### src/rtl/fetch_sequencer_if.sv
// fetch_sequencer_if: instruction-memory read port, branch redirect and decode handshake bundle
interface fetch_sequencer_if #(parameter int XLEN = 32);
  logic            imem_req;
  logic [XLEN-1:0] imem_addr;
  logic [XLEN-1:0] imem_rdata;
  logic            redirect_valid;
  logic [XLEN-1:0] redirect_pc;
  logic            inst_valid;
  logic            inst_ready;
  logic [XLEN-1:0] inst_data;
  logic [XLEN-1:0] inst_pc;
  modport master (
    output imem_req, imem_addr, inst_valid, inst_data, inst_pc,
    input  imem_rdata, redirect_valid, redirect_pc, inst_ready
  );
  modport slave (
    input  imem_req, imem_addr, inst_valid, inst_data, inst_pc,
    output imem_rdata, redirect_valid, redirect_pc, inst_ready
  );
endinterface

### src/rtl/fetch_sequencer.sv
// fetch_sequencer: PC sequencing, fixed-latency imem reads, in-order queue with redirect/end handling; FETCH_PERF_EN adds perf counters
module fetch_sequencer #(
  parameter int              XLEN        = 32,
  parameter logic [XLEN-1:0] RESET_PC    = '0,
  parameter int              QDEPTH      = 4,
  parameter int              MEM_LATENCY = 1,
  parameter logic [XLEN-1:0] MAX_PC      = 'h400
) (
  input  logic             clk,
  input  logic             reset,
  fetch_sequencer_if.master bus,
  output logic [XLEN-1:0]  pc,
  output logic             fetch_complete
);
  localparam int AW = $clog2(QDEPTH);
  localparam int CW = AW + 1;
  typedef enum logic [1:0] {RUN, DRAIN, DONE} state_t;
  state_t state, state_nx;
  logic [XLEN-1:0] q_data [QDEPTH];
  logic [XLEN-1:0] q_pc [QDEPTH];
  logic [AW-1:0] wr_ptr, rd_ptr;
  logic [CW-1:0] count;
  logic [MEM_LATENCY-1:0] p_v, p_k;
  logic [MEM_LATENCY-1:0][XLEN-1:0] p_pc;
  logic [5:0] in_flight;
  logic ret_live, end_mark, enq, deq, issue;
  always_comb begin
    in_flight = '0;
    for (int i = 0; i < MEM_LATENCY; i++) in_flight = in_flight + 6'(p_v[i] & ~p_k[i]);
  end
  assign ret_live = p_v[MEM_LATENCY-1] & ~p_k[MEM_LATENCY-1];
  assign end_mark = ret_live && bus.imem_rdata == '0;
  assign enq = ret_live && bus.imem_rdata != '0 && !bus.redirect_valid;
  assign deq = bus.inst_valid && bus.inst_ready;
  // reset gates issue combinationally so imem_req drops the instant reset rises
  always_comb begin
    issue = !reset && state == RUN && pc < MAX_PC && (6'(count) + in_flight < 6'(QDEPTH))
            && !bus.redirect_valid && !end_mark;
    state_nx = bus.redirect_valid ? RUN :
               (state == RUN && (end_mark || (pc >= MAX_PC && in_flight == '0))) ? DRAIN :
               (state == DRAIN && count == '0 && in_flight == '0) ? DONE : state;
  end
  assign bus.imem_req = issue;
  assign bus.imem_addr = issue ? pc : '0;
  assign bus.inst_valid = count != '0;
  assign bus.inst_data = q_data[rd_ptr];
  assign bus.inst_pc = q_pc[rd_ptr];
  assign fetch_complete = state == DONE;
  always_ff @(posedge clk or posedge reset) begin
    if (reset) begin
      state <= RUN;
      pc <= RESET_PC;
      wr_ptr <= '0;
      rd_ptr <= '0;
      count <= '0;
      p_v <= '0;
      p_k <= '0;
      p_pc <= '0;
      for (int i = 0; i < QDEPTH; i++) begin
        q_data[i] <= '0;
        q_pc[i] <= '0;
      end
    end else begin
      state <= state_nx;
      pc <= bus.redirect_valid ? bus.redirect_pc & ~XLEN'(3) : issue ? pc + XLEN'(4) : pc;
      p_v <= (p_v << 1) | MEM_LATENCY'(issue);
      p_k <= (p_k << 1) | {MEM_LATENCY{bus.redirect_valid | end_mark}};
      p_pc <= (p_pc << XLEN) | (MEM_LATENCY*XLEN)'(pc);
      if (bus.redirect_valid) begin
        wr_ptr <= '0;
        rd_ptr <= '0;
        count <= '0;
      end else begin
        if (enq) begin
          q_data[wr_ptr] <= bus.imem_rdata;
          q_pc[wr_ptr] <= p_pc[MEM_LATENCY-1];
          wr_ptr <= wr_ptr + AW'(1);
        end
        if (deq) rd_ptr <= rd_ptr + AW'(1);
        count <= count + CW'(enq) - CW'(deq);
      end
    end
  end
`ifdef FETCH_PERF_EN
  logic [31:0] perf_issue_cnt, perf_stall_cnt;
  always_ff @(posedge clk or posedge reset) begin
    if (reset) begin
      perf_issue_cnt <= '0;
      perf_stall_cnt <= '0;
    end else begin
      if (issue && ~&perf_issue_cnt) perf_issue_cnt <= perf_issue_cnt + 32'd1;
      if (bus.inst_valid && !bus.inst_ready && ~&perf_stall_cnt) perf_stall_cnt <= perf_stall_cnt + 32'd1;
    end
  end
`else
`endif
endmodule

### src/flat_wrapper.sv
// flat-port wrapper written by rule: the top's interface ports become plain ports
module fetch_sequencer_flat 
#(
  parameter int              XLEN        = 32,
  parameter logic [XLEN-1:0] RESET_PC    = '0,
  parameter int              QDEPTH      = 4,
  parameter int              MEM_LATENCY = 1,
  parameter logic [XLEN-1:0] MAX_PC      = 'h400
)
  (clk, reset, pc, fetch_complete, bus_imem_req, bus_imem_addr, bus_inst_valid, bus_inst_data, bus_inst_pc, bus_imem_rdata, bus_redirect_valid, bus_redirect_pc, bus_inst_ready);
  fetch_sequencer_if #(.XLEN(XLEN)) bus_i ();
  input  logic clk;
  input  logic reset;
  output logic [XLEN-1:0] pc;
  output logic fetch_complete;
  output wire logic [$bits(bus_i.imem_req)-1:0] bus_imem_req;
  output wire logic [$bits(bus_i.imem_addr)-1:0] bus_imem_addr;
  output wire logic [$bits(bus_i.inst_valid)-1:0] bus_inst_valid;
  output wire logic [$bits(bus_i.inst_data)-1:0] bus_inst_data;
  output wire logic [$bits(bus_i.inst_pc)-1:0] bus_inst_pc;
  input wire logic [$bits(bus_i.imem_rdata)-1:0] bus_imem_rdata;
  input wire logic [$bits(bus_i.redirect_valid)-1:0] bus_redirect_valid;
  input wire logic [$bits(bus_i.redirect_pc)-1:0] bus_redirect_pc;
  input wire logic [$bits(bus_i.inst_ready)-1:0] bus_inst_ready;
  assign bus_imem_req = bus_i.imem_req;
  assign bus_imem_addr = bus_i.imem_addr;
  assign bus_inst_valid = bus_i.inst_valid;
  assign bus_inst_data = bus_i.inst_data;
  assign bus_inst_pc = bus_i.inst_pc;
  assign bus_i.imem_rdata = bus_imem_rdata;
  assign bus_i.redirect_valid = bus_redirect_valid;
  assign bus_i.redirect_pc = bus_redirect_pc;
  assign bus_i.inst_ready = bus_inst_ready;
  fetch_sequencer #(.XLEN(XLEN), .RESET_PC(RESET_PC), .QDEPTH(QDEPTH), .MEM_LATENCY(MEM_LATENCY), .MAX_PC(MAX_PC)) u_core (.clk(clk), .reset(reset), .bus(bus_i), .pc(pc), .fetch_complete(fetch_complete));
endmodule
### config.mk
export PLATFORM = sky130hd
export DESIGN_NAME = fetch_sequencer_flat
export DESIGN_NICKNAME = d
export VERILOG_FILES = /design/src/rtl/fetch_sequencer_if.sv /design/src/rtl/fetch_sequencer.sv /design/src/flat_wrapper.sv
export SDC_FILE = /design/constraint.sdc
export NUM_CORES = 1
export LEC_CHECK = 0
export ABC_CLOCK_PERIOD_IN_PS = 15900
export CORE_MARGIN = 3
export CORE_UTILIZATION = 55
export DETAILED_ROUTE_END_ITERATION = 10
export PLACE_DENSITY = 0.8
export SKIP_CTS_REPAIR_TIMING = 1
export SLEW_MARGIN = 20
export SYNTH_ARGS = -nofsm -noshare
export SYNTH_HDL_FRONTEND = slang
export SYNTH_SLANG_ARGS = --single-unit
export TNS_END_PERCENT = 10
### constraint.sdc
create_clock -name clk -period 15.9 [get_ports clk]
set_input_delay 2.385 -clock clk [delete_from_list [all_inputs] [get_ports clk]]
set_output_delay 2.385 -clock clk [all_outputs]
set_load 0.005 [all_outputs]
Word level (Yosys, flattened, before mapping)

Index checks and enable logic that the tools add are counted.

Input port bits: 68
Output and inout bits: 131
Logic and storage cells: 88
Flip-flop bits (word level): 331

Muxes and demuxes: 21
Order comparisons: 6
Bitwise operators: 8
Reductions and logical operators: 29
Equal/unequal tests: 2
Add/sub/neg operators: 6

Operators with widths:

| cell                                                   | count |
|---|---|
| bitwise mux 128 bit                                    | 2 |
| two-way mux 32 bit                                     | 8 |
| binary-select mux 32 bit (select 2 bit)                | 2 |
| demux 32 bit (select 2 bit)                            | 1 |
| adder 32 x 3 -> 32 bit (second input constant)         | 1 |
| >= comparator 32 x 11 -> 1 bit (second input constant) | 1 |
| logical NOT 32 bit                                     | 1 |
| < comparator 32 x 11 -> 1 bit (second input constant)  | 1 |
| nonzero test 32 bit                                    | 1 |
| logical AND 1 bit                                      | 14 |
| two-way mux 2 bit                                      | 7 |
| adder 3 x 6 -> 6 bit                                   | 1 |
| bitwise AND 1 x 6 -> 6 bit                             | 1 |
| >= comparator 3 bit (second input constant)            | 2 |
| logical NOT 6 bit                                      | 1 |
| < comparator 6 x 3 -> 1 bit (second input constant)    | 1 |
| NOT 1 -> 6 bit                                         | 1 |
| NOT 2 -> 3 bit                                         | 2 |
| nonzero test 2 bit                                     | 3 |
| nonzero test 3 bit                                     | 2 |
| adder 2 x 1 -> 2 bit (second input constant)           | 2 |
| adder 3 x 1 -> 3 bit                                   | 1 |
| logical NOT 1 bit                                      | 3 |
| logical NOT 3 bit                                      | 1 |
| other kinds (11)                                       | 12 |

Logic depth before layout (Yosys ltp)

Word-level depth: 9
Mapped depth: 9
Gate-level depth less buffers: 9

Worst setup path after synthesis

Ideal clock, no wire load.

Path type: input -> output
From: input reset
To: output bus_imem_addr[2]
Slack: 3.053 ns
Arrival: 10.462 ns
Stages: 6
Buffers on the path: 1
Path through: inv_1 -> nand2_1 -> o31ai_1 -> and3_1 -> clkbuf_1 -> and2_1

Word-level cells in the longest chain between the ends: 7

Ends and longest elaborated chain:

| item                            | line                  | RTL |
|---|---|---|
| start: declaration              | flat_wrapper.sv:13    | `input logic reset;` |
| logical NOT 1 bit               | fetch_sequencer.sv:37 | `issue = !reset && state == RUN && pc < MAX_PC && (6'(count) + in_flight < 6'(QDEPTH))` |
| logical AND 1 bit (3 in series) | fetch_sequencer.sv:37 |  |
| logical AND 1 bit (2 in series) | fetch_sequencer.sv:38 | `&& !bus.redirect_valid && !end_mark;` |
| via bus_imem_req                | flat_wrapper.sv:16    | `output wire logic [$bits(bus_i.imem_req)-1:0] bus_imem_req;` |
| two-way mux 32 bit              | fetch_sequencer.sv:44 | `assign bus.imem_addr = issue ? pc : '0;` |
| end: declaration                | flat_wrapper.sv:17    | `output wire logic [$bits(bus_i.imem_addr)-1:0] bus_imem_addr;` |

The timed path passes the listed nets, and every way through them passes these cells.

Worst setup path after layout

From: input bus_imem_rdata[8]
To: output bus_imem_addr[7]

Word-level cells in the longest chain between the ends: 5

Ends and longest elaborated chain:

| item               | line                  | RTL |
|---|---|---|
| start: declaration | flat_wrapper.sv:21    | `input wire logic [$bits(bus_i.imem_rdata)-1:0] bus_imem_rdata;` |
| logical NOT 32 bit | fetch_sequencer.sv:32 | `assign end_mark = ret_live && bus.imem_rdata == '0;` |
| logical AND 1 bit  | fetch_sequencer.sv:32 |  |
| logical NOT 1 bit  | fetch_sequencer.sv:38 |  |
| logical AND 1 bit  | fetch_sequencer.sv:38 |  |
| two-way mux 32 bit | fetch_sequencer.sv:44 |  |

No other way between the ends.

==> out/qor.yml <==
routing:
  drcViolationCount: 0
  first_iter_violations: 486
  detail-route-antenna-nets: 0
  routed_wl_um: 29200
  vias: 8010
  wl_per_cell_um: 21.1
  dr.pass1.iters: 4
  routed_via_density: 5.78
layout:
  layout.nets: 1120
  regArea_um2: 7990
  postLayoutCoreUtil_pct: 68.0
  final_layout_size_suffix_gt1_share_pct: 38.0
  num_antenna_cells: 0
  fillers: 1755
  instances_no_fill: 1387
  area_growth_pct: 19.7
  multi_input_area_um2: 5520
worst_setup_path:
  cp-end-kind: "output pin"
  critPathKind: "primary input to output pin"
  cp-start-kind: "primary input"
  crit_path_max_fanout: 10
  r2r_slack_ns: 13.44
  crit_arrival_ns: 5.06
  required_ns: 13.52
sta:
  min_period_over_period_pct: 46.8
  final_hold_viol_count: 0
  whs_ns: 0.421
  fin_ws_ns: 8.46
  maxSlewViolCount: 0
  worstMarginPinSlew_ns: 1.06
  finalSetupTns_ns: 0
  fmax_ghz: 0.134
  rsz0062_at_grt: "no"
  setup_violations: 0
  skew_ns: 0.0137
  period_needed_ns: 7.44
  worst_slew_margin_rel_pct: 29.2
synthesis:
  synthCells: 879
  ys_seq_area_share_pct: 57.0
  syn_area_um2: 14000
  synth-main-ff-cell: "dfrtp_1"
  synth_cell_types: 47
  synth-simple-area-share_pct: 4.12
  synth_top_family_by_area: "multiplexers"
  synthArstFlopShare_pct: 100
  synth_warnings: 0
  synth_edf_count: 0
  ys_ff_latch: 319
  synth_compound_area_share_pct: 1.44
  synth_fa_ha_area_share_pct: 0.947
  avgSynthCellArea_um2: 15.9
  synth_xor_area_share_pct: 0.250
  muxShareOfSynthArea_pct: 31.7
placed_design:
  dp_hpwl_um: 17700
  gp_congestion: 0.762
  io_buffer_count: 168
  dpl.cell_count: 1329
  place_ws_ns: 8.42
die:
  die-area_um2: 27400
  core_region_area_um2: 24700
  die-height_um: 166
  die_w_um: 166
  start_util_pct: 56.7
  num_rows: 57
  io_pins: 199
clock_tree:
  cts_buffers: 35
  root_buffer: "clkbuf_16"
  clkLatencyLatePin_ns: 0.50
  clk_path_buf_depth: 3
  cts.htree.levels: 2
  path_clk_slew_ns: 0.06
  cts_tree: "yes"
  clock-sinks: 319
min_path:
  holdCritPathClass: "register to register"
pwr:
  powerDensity_nw_per_um2: 110
  p_leak_nw: 7.94
  ir_worst_vdd_uv: 99.5
global_routing:
  grt_max_degree: 89
  grt_pass1_wl_um: 47300
  grt_overflow: 0
  antenna_found_initial: 0
  grt_pass1_vias: 8678
  grt_usage_pct: 22.2
flow_run:
  drv_cap: 0
outcome:
  status: "finished, final reports clean"
## final timing paths
kind                                    from                 end  cells past startpoint
setup / recovery           bus_imem_rdata[8]    bus_imem_addr[7]                      7
hold / removal                 u_core.pc[18]     u_core.p_pc[18]                      0
setup reg to reg                  u_core.p_k      u_core.q_pc[9]                      4
hold reg to reg                u_core.pc[18]     u_core.p_pc[18]                      0
max in group asynchronous              reset  u_core.q_data[114]                      3
min in group asynchronous              reset    u_core.rd_ptr[0]                      2
## kinds of logic after synthesis
logic type,after synthesis
adders and majority gates,10
DFF,319
xor gates and xnor gates,4
buffers and inverters,88
and+or+nand+nor,99
other,1
muxes,333
AOI/OAI and AO/OA,25
## cell usage after synthesis, drive strengths merged, types with 2 or more instances
| library cell | instances | share of area (%) |
|---|---|---|
| nand4 | 13 | 0.58 |
| a31oi | 4 | 0.22 |
| and4 | 3 | 0.20 |
| nand2 | 13 | 0.42 |
| mux2i | 2 | 0.14 |
| clkbuf | 12 | 0.32 |
| mux4 | 62 | 10 |
| nor2b | 6 | 0.27 |
| nor3 | 6 | 0.25 |
| dfrtp | 319 | 57 |
| a21oi | 2 | 0.071 |
| and2 | 9 | 0.40 |
| nand3b | 3 | 0.16 |
| and3 | 2 | 0.089 |
| xnor2 | 3 | 0.19 |
| nor2 | 13 | 0.35 |
| o21ai | 2 | 0.071 |
| mux2 | 269 | 22 |
| or4 | 2 | 0.11 |
| buf | 63 | 3.8 |
| nand4b | 3 | 0.19 |
| nor4 | 13 | 0.58 |
| ha | 9 | 0.80 |
| o311ai | 5 | 0.31 |
| inv | 13 | 0.35 |
| o31ai | 5 | 0.27 |
| nand3 | 9 | 0.32 |
| a22oi | 2 | 0.11 |
## flip-flops by register name (all words and copies together) (netlist names)
register	cells
u_core.count	3
u_core.p_k	1
u_core.p_pc	30
u_core.p_v	1
u_core.pc	30
u_core.q_data	128
u_core.q_pc	120
u_core.rd_ptr	2
u_core.state	2
u_core.wr_ptr	2
## routing by layer
layer	wire [um]	GRT usage (%)	share of wire, %
met3	1720	5.01	5.9
met2	14600	37.2	50
met5	0	0	0
met1	12500	30.1	43
met4	431	4.84	1.5
## area by class of cell
type / instances / share of cell area (%)
sequential: 319 / 47.6
multi-input combinational: 499 / 32.9
timing repair buffer: 174 / 10.3
clock buffer: 46 / 5.96
tap: 324 / 2.42
clock inverter: 12 / 0.418
inverter: 13 / 0.336
## power by group
part | switching [mW] | total (mW) | leakage, nW | internal, mW
clock network | 0.310 | 0.752 | 0.534 | 0.441
logic | 0.0852 | 0.190 | 3.10 | 0.105
registers | 0.0653 | 0.900 | 4.31 | 0.835
## cells in the final DEF, fill, tap and decap left out, drive strengths merged, types with 3 or more instances in the layout
cell           synthesis  final
clkinv                 0     11
nand3b                 3      3
clkdlybuf4s50          0    167
and2                   9      9
mux4                  62     62
inv                   13     13
nand2                 13     13
and4                   3      3
nor2                  13     13
nand3                  9      9
conb                   1     28
o311ai                 5      5
o31ai                  5      5
nor4                  13     13
nand4b                 3      3
nand4                 13     13
nor3                   6      6
clkbuf                12     46
dfrtp                319    319
a31oi                  4      4
mux2                 269    269
buf                   63      7
xnor2                  3      3
nor2b                  6      6
ha                     9      9
## metrics by stage
| stage | instance area (um^2) | total power [mW] |
|---|---|---|
| 3_3_place_gp | 15700 | 1.11 |
| 2_1_floorplan | 14100 | 1.03 |
| 5_1_grt | 16800 | 1.93 |
| 3_5_place_dp | 15700 | 1.11 |
| 4_1_cts | 16800 | 1.87 |
| 6_report | 16800 | 1.84 |
## worst max-delay path, cell delays in order
cell,delay [ns]
clkdlybuf4s50_1,0.50
nor4_1,0.53
and4_2,0.41
a31oi_2,0.23
and3_1,0.36
and2_1,0.19
clkdlybuf4s50_1,0.44
Note: power is estimated with default switching activity, not from simulation.
